`src/rtl/pipe_pkg.sv`:
```
// Shared pipeline constants and register-address helpers for the 5-stage MIPS core.
package pipe_pkg;

  localparam int unsigned MULT_CYC_DEF = 5;
  localparam int unsigned DIV_CYC_DEF  = 10;
  localparam int unsigned REG_AW       = 5;

  localparam logic [REG_AW-1:0] REG_ZERO = '0;

  // $0 is hardwired, so a match on it never represents a real dependency.
  function automatic logic reg_match(input logic [REG_AW-1:0] a,
                                     input logic [REG_AW-1:0] b);
    return (a != REG_ZERO) && (a == b);
  endfunction

endpackage

```
`src/rtl/md_busy_counter.sv`:
```
// Busy tracker for the multi-cycle mult/div unit: loads on a start in E, counts down to idle.
module md_busy_counter
  import pipe_pkg::*;
#(
  parameter int unsigned MULT_CYC = MULT_CYC_DEF,
  parameter int unsigned DIV_CYC  = DIV_CYC_DEF,
  parameter int unsigned CNT_W    = 4
) (
  input  logic clk,
  input  logic reset,
  input  logic multStart,
  input  logic divStart,
  output logic mdBusy
);

  logic [CNT_W-1:0] r_cnt;
  logic             w_cnt_nz;

  assign w_cnt_nz = (r_cnt != '0);

  // Starts are only honoured while idle; div wins if both are asserted.
  always_ff @(posedge clk) begin
    if (reset) begin
      r_cnt <= '0;
    end else if (w_cnt_nz) begin
      r_cnt <= r_cnt - CNT_W'(1);
    end else if (divStart) begin
      r_cnt <= CNT_W'(DIV_CYC);
    end else if (multStart) begin
      r_cnt <= CNT_W'(MULT_CYC);
    end
  end

  assign mdBusy = w_cnt_nz || multStart || divStart;

endmodule

```
`src/rtl/hazard_stall_ctrl.sv`:
```
// Stall/flush controller: load-use, branch-operand and mult/div-busy hazards ORed into one stall.
module hazard_stall_ctrl
  import pipe_pkg::*;
#(
  parameter int unsigned MULT_CYC = MULT_CYC_DEF,
  parameter int unsigned DIV_CYC  = DIV_CYC_DEF,
  parameter int unsigned CNT_W    = 4
) (
  input  logic              clk,
  input  logic              reset,
  input  logic [REG_AW-1:0] rs_D,
  input  logic [REG_AW-1:0] rt_D,
  input  logic              useRs_D,
  input  logic              useRt_D,
  input  logic              branch_D,
  input  logic              md_D,
  input  logic              regWrite_E,
  input  logic              memToReg_E,
  input  logic [REG_AW-1:0] wAddr_E,
  input  logic              memToReg_M,
  input  logic [REG_AW-1:0] wAddr_M,
  input  logic              multStart_E,
  input  logic              divStart_E,
  output logic              StallF,
  output logic              StallD,
  output logic              FlushE,
  output logic              mdBusy
);

  logic w_load_use;
  logic w_branch_haz;
  logic w_md_haz;
  logic w_stall;

  md_busy_counter #(
    .MULT_CYC (MULT_CYC),
    .DIV_CYC  (DIV_CYC),
    .CNT_W    (CNT_W)
  ) u_md_busy (
    .clk       (clk),
    .reset     (reset),
    .multStart (multStart_E),
    .divStart  (divStart_E),
    .mdBusy    (mdBusy)
  );

  always_comb begin
    w_load_use   = memToReg_E &&
                   ((useRs_D && reg_match(rs_D, wAddr_E)) ||
                    (useRt_D && reg_match(rt_D, wAddr_E)));
    // Branches resolve in D, so both E results and M loads are too late to forward.
    w_branch_haz = branch_D &&
                   ((regWrite_E && (reg_match(rs_D, wAddr_E) || reg_match(rt_D, wAddr_E))) ||
                    (memToReg_M && (reg_match(rs_D, wAddr_M) || reg_match(rt_D, wAddr_M))));
    w_md_haz     = md_D && mdBusy;
    w_stall      = w_load_use || w_branch_haz || w_md_haz;
  end

  assign StallF = w_stall;
  assign StallD = w_stall;
  assign FlushE = w_stall;

endmodule

```
`config.mk`:
```
export PLATFORM = sky130hd
export DESIGN_NAME = hazard_stall_ctrl
export DESIGN_NICKNAME = d
export VERILOG_FILES = /design/src/rtl/pipe_pkg.sv /design/src/rtl/md_busy_counter.sv /design/src/rtl/hazard_stall_ctrl.sv
export SDC_FILE = /design/constraint.sdc
export NUM_CORES = 1
export LEC_CHECK = 0
export CAP_MARGIN = 0
export CELL_PAD_IN_SITES_DETAIL_PLACEMENT = 0
export CELL_PAD_IN_SITES_GLOBAL_PLACEMENT = 1
export CORE_ASPECT_RATIO = 0.9
export CORE_UTILIZATION = 25
export CTS_BUF_LIST = sky130_fd_sc_hd__clkbuf_8
export DETAILED_ROUTE_END_ITERATION = 16
export GPL_ROUTABILITY_DRIVEN = 0
export PLACE_DENSITY_LB_ADDON = 0.1
export REMOVE_ABC_BUFFERS = 1
export SLEW_MARGIN = 20
export SYNTH_ARGS = -nofsm -noshare
export SYNTH_HDL_FRONTEND = slang
export SYNTH_SLANG_ARGS = --single-unit
```
`constraint.sdc`:
```
create_clock -name clk -period 3.2 [get_ports clk]
set_clock_uncertainty 0.05 [all_clocks]
set_input_delay 0.64 -clock clk [delete_from_list [all_inputs] [get_ports clk]]
set_output_delay 0.64 -clock clk [all_outputs]
set_load 0.01 [all_outputs]
```
Word-level counts from Yosys, hierarchy flattened
Cells that the tools add are included.
{ "word_totals": {"register_bits": 4, "latch_bits": 0, "ram_bits": 0, "rom_bits": 0, "out_inout_bits": 4, "memories": 0} }
{ "op_classes": {"addsub": 1, "multipliers": 0, "div": 0, "magnitude_cmp": 0, "eq_ne": 4, "shifts": 0, "n_mux": 3, "bitwise": 0, "n_reduce_logical": 23} }
{ "op_table": {"columns": ["op", "n"], "rows": [
  ["$eq 5x5->1", 4],
  ["$mux 4", 3],
  ["$logic_and 1x1->1", 11],
  ["$reduce_bool 5->1", 2],
  ["$logic_or 1x1->1", 8],
  ["$reduce_bool 4->1", 1],
  ["$sub 4x1->4 const B", 1],
  ["$reduce_bool 3->1", 1]
]} }

Depth between registers and ports, before layout
{ "depth": {"word_depth": 8, "mapped_depth": 7, "depth_no_buf": 6} }

By module
A second synthesis with hierarchy kept.
{ "unflattened": {"hier_cells": 66, "hier_area_um2": 530.5} }
{ "modules_own_cells": {"columns": ["module", "n_inst", "cells_per_inst", "area_each_um2", "seq_area_each_um2"], "rows": [
  ["hazard_stall_ctrl", 1, 40, 309.0, 0.0],
  ["md_busy_counter", 1, 26, 221.5, 80.1]
]} }

Worst setup path before layout
OpenSTA, ideal clock, no wires.
{ "synth_path": {"path_kind": "input -> output", "start": "input rs_D[1]", "end": "output StallD", "arrival_ns": 1.928, "t_required_ns": 2.510, "path_slack_ns": 0.582, "cell_stages": 6, "path_buffers": 1, "path_cell_list": "or4_1 > nor2_2 > nor4_1 > a32oi_1 > nand4_1 > buf_4"} }
{ "synth_via": {"elab_chain_len": 8, "elab_cells_between_ends": 16} }
{ "synth_rtl": {"columns": ["item", "line", "text"], "rows": [
  ["start, declared", "hazard_stall_ctrl.sv:11", "input logic [REG_AW-1:0] rs_D,"],
  ["$eq 5x5->1 or $reduce_bool 5->1 (tied branches)", "pipe_pkg.sv:13", "return (a != REG_ZERO) && (a == b);"],
  ["$logic_and 1x1->1", "pipe_pkg.sv:13", null],
  ["$logic_or 1x1->1, on equally long branches", "hazard_stall_ctrl.sv:53, hazard_stall_ctrl.sv:54", null],
  ["$logic_and 1x1->1, on equally long branches", "hazard_stall_ctrl.sv:53, hazard_stall_ctrl.sv:54", null],
  ["$logic_or 1x1->1", "hazard_stall_ctrl.sv:53", "((regWrite_E && (reg_match(rs_D, wAddr_E) || reg_match(rt_D, wAddr_E))) ||"],
  ["$logic_and 1x1->1", "hazard_stall_ctrl.sv:52", "w_branch_haz = branch_D &&"],
  ["$logic_or 1x1->1 (*) (2 in a row)", "hazard_stall_ctrl.sv:56", "w_stall = w_load_use || w_branch_haz || w_md_haz;"],
  ["end, declared", "hazard_stall_ctrl.sv:25", "output logic StallD,"]
]} }
Every way passes the cells marked *; elsewhere a longest branch is shown, timed or not.

Final worst setup path
{ "layout_path": {"start": "input rs_D[2]", "end": "output FlushE"} }
{ "layout_via": {"elab_chain_len": 8, "elab_cells_between_ends": 16} }
{ "layout_rtl": {"columns": ["item", "line", "text"], "rows": [
  ["$eq 5x5->1 or $reduce_bool 5->1 (tied branches)", "pipe_pkg.sv:13", null],
  ["$logic_and 1x1->1", "pipe_pkg.sv:13", null],
  ["$logic_or 1x1->1, on equally long branches", "hazard_stall_ctrl.sv:53, hazard_stall_ctrl.sv:54", null],
  ["$logic_and 1x1->1, on equally long branches", "hazard_stall_ctrl.sv:53, hazard_stall_ctrl.sv:54", null],
  ["$logic_or 1x1->1", "hazard_stall_ctrl.sv:53", null],
  ["$logic_and 1x1->1", "hazard_stall_ctrl.sv:52", null],
  ["$logic_or 1x1->1 (*) (2 in a row)", "hazard_stall_ctrl.sv:56", null],
  ["end, declared", "hazard_stall_ctrl.sv:26", "output logic FlushE,"]
]} }
Marked as above.

==> impl_metrics.yaml <==
place:
  post-place-cells: 133
  buffer_ports.inserted: 34
  placement.cell_area_sq_um: 945
  dpl.hpwl_um: 1270
timing:
  hold_slack_ns: 0.467
  worst-slew-pin-transition_ns: 0.415
  final-hold-violation-count: 0
  shortest_clock_period_the_worst_path_allows_after_layout_ns: 3.00
  setup_viol_count_final: 0
  max_slew_violation_count: 0
  grt_setup_unrepaired: "false"
  min_period_over_period_pct: 93.8
  highest_clock_rate_mhz: 333
  timing.max_slew.rel_slack_pct: 72.1
  fin_setup_tns_ns: 0
floorplan:
  fp.dieArea_sq_mm: 0.00218
  row_count: 14
  effective_utilization_at_floorplan_pct: 28.2
  top_level_ports: 35
  coreArea_sq_mm: 0.00177
  die_width_um: 49.1
  die_y_um: 44.4
setup_path:
  end_kind: "output port"
  required_time_worst_endpoint_ns: 2.51
  rr_startpoint: "u_md_busy.r_cnt[0]"
  setup.worst_path.class: "input port to output port"
  setup.worst_path.start_class: "input port"
  worst_ep_arrival_time_ns: 2.31
  critical_path_peak_fanout: 3
  critical_path.startpoint: "rs_D[2]"
hold_path:
  worst_hold_path_type: "flop to flop"
  hold_path.startpoint: "u_md_busy.r_cnt[3]"
grt:
  grt_use_total_pct: 14.5
  total_overflow_reported_by_the_global_router: 0
  grt_pass1_vias: 549
  grt_max_degree: 6
  grt_first_pass_wirelength_um: 2330
  number_of_antenna_violations_at_the_first_check_in_global_routing: 0
clock_network:
  cts-buffers-inserted: 3
  clock-root-buffer: "clkbuf_8"
  cts_max_path_bufs: 2
  clk_pin_slew_ns: 0.03
  postCtsSetupRepairBufs: 0
  clkLatencyLatePin_ns: 0.22
  ctsHtreeMaxLevel: 1
  tritoncts: "done"
  tritoncts_num_sinks: 4
  post_cts_hold_buffer_count: 0
cells_and_area:
  post_route_cells_drive_above_1_share_pct: 19.6
  regArea_sq_um: 80.1
  top_register: "u_md_busy.r_cnt"
  antenna_cells_inserted: 0
  syn_to_final_growth_pct: 96.2
  finalNonFillerCells: 136
  reg.largest.list: "u_md_busy.r_cnt (4)"
  layout.cells.most_common_list: "clkdlybuf4s50_1, xnor2_1, buf_4"
  finalCoreUtilization_pct: 55.4
  multiInputGateArea_sq_um: 405
  postLayoutCellArea_sq_um: 980
  max_ffs_per_register: 4
  final_nets: 146
  most_common_library_cell_in_the_layout_ignoring_fill_and_taps: "clkdlybuf4s50_1"
  number_of_inserted_filler_cells_in_the_final_layout: 183
pwr:
  power_density_mw_per_mm2: 416
  ir_worst_vdd_mv: 0.245
  power.share.combinational_pct: 50.8
  power.share.clock_pct: 26.0
  switching_share_pct: 34.3
  internal-power_mw: 0.267
  switchingPower_mw: 0.140
  power.share.sequential_pct: 23.2
  cellLeakagePower_nw: 0.372
route:
  total_wirelength_of_the_detailed_routed_design_um: 1480
  vias_per_cell: 4.55
  route.antenna.remaining_nets: 0
  wl_per_cell_um: 10.9
  detailroute.via_count: 619
  detailedRoute.firstPassIterationCount: 4
  drtIter0Drc: 10
  remaining_drc_errors: 0
outcome:
  outcome: "finished, final reports clean"
yosys:
  ff_latch_count_synth: 4
  synthesis.area_per_instance_sq_um: 7.68
  netlist_instances: 65
  warnings_from_yosys: 0
  synth_cell_type_count: 23
  fraction_of_the_yosys_area_taken_by_sequential_cells_pct: 16.0
  mappedNetlistArea_sq_um: 499
job:
  maxCapViolCount: 0
-- power by group through the flow --
stage          Combinational (mW)  Clock (mW)  Sequential [mW]
2_1_floorplan               0.117           0           0.0892
3_3_place_gp                0.209           0           0.0950
3_5_place_dp                0.211           0           0.0945
4_1_cts                     0.207       0.109           0.0943
5_1_grt                     0.224       0.113           0.0970
6_report                    0.207       0.106           0.0944
-- final cells by class --
cell class | instances | share of cell area (%)
clock buffers | 3 | 4.21
flip-flops and latches | 4 | 8.17
multi-input cells | 57 | 41.4
well taps | 24 | 3.07
inverters | 2 | 0.766
repair buffers | 46 | 42.4
-- synthesized netlist by cell type --
library cell  number  area, sq um
buf_4              2         15.0
o211ai_1           2         15.0
nor3_1             2         10.0
a21oi_1            2         10.0
o21ai_0            1         5.00
inv_1              2         7.51
nand3_1            5         25.0
xnor2_1           12          105
nor2_2             1         6.26
ha_1               1         12.5
mux2_2             1         11.3
a211oi_1           2         15.0
nor4_1             4         25.0
dfxtp_1            4         80.1
xor2_1             8         70.1
nor2b_1            1         6.26
nand4_1            1         6.26
a32oi_1            1         8.76
or4_1              2         15.0
nor2_1             7         26.3
o31ai_1            1         7.51
or3_1              2         12.5
nand2_1            1         3.75
-- worst max-delay path, cell delays in order --
cell,delay (ns)
clkdlybuf4s50_1,0.43
or4_1,0.54
nor2_2,0.12
nor4_1,0.08
a32oi_1,0.20
nand4_1,0.15
clkbuf_2,0.16
-- repair_timing --
item / in CTS / in global routing
hold endpoints to repair: 0 / 0
pin swaps: 0 / 1
resized for setup: 3 / 8
endpoints found under the setup margin: 3 / 3
-- cell families after synthesis --
| kind of cell | Yosys count | synth area share (%) |
|---|---|---|
| buf+inv | 4 | 4.51 |
| mux | 1 | 2.26 |
| flops | 4 | 16.0 |
| fa+ha+maj | 1 | 2.51 |
| compound gates | 9 | 12.3 |
| simple gates | 26 | 27.3 |
| xor+xnor | 20 | 35.1 |
-- per-layer routing --
metal  vias up  GRT usage (%)  part of all wire (%)
met5         -              0                     0
met4         0           7.06                   1.8
met3         4           5.15                   7.4
met2        24           20.3                    38
met1       259           19.5                    53
li1        332              -                     -
-- metrics by stage --
step,worst slack [ns],power [mW]
3_5_place_dp,-0.167,0.305
2_1_floorplan,0.659,0.206
6_report,0.197,0.407
5_1_grt,0.0828,0.434
4_1_cts,0.0409,0.411
3_3_place_gp,-0.182,0.304
-- path summary, 6_finish.rpt --
kind	endpoint	slack (ns)	cells past startpoint
setup / recovery	FlushE	0.20	7
hold reg to reg	u_md_busy.r_cnt[3]	0.47	2
hold / removal	u_md_busy.r_cnt[3]	0.47	2
setup reg to reg	u_md_busy.r_cnt[3]	1.76	6
(Power assumes the default switching activity.)
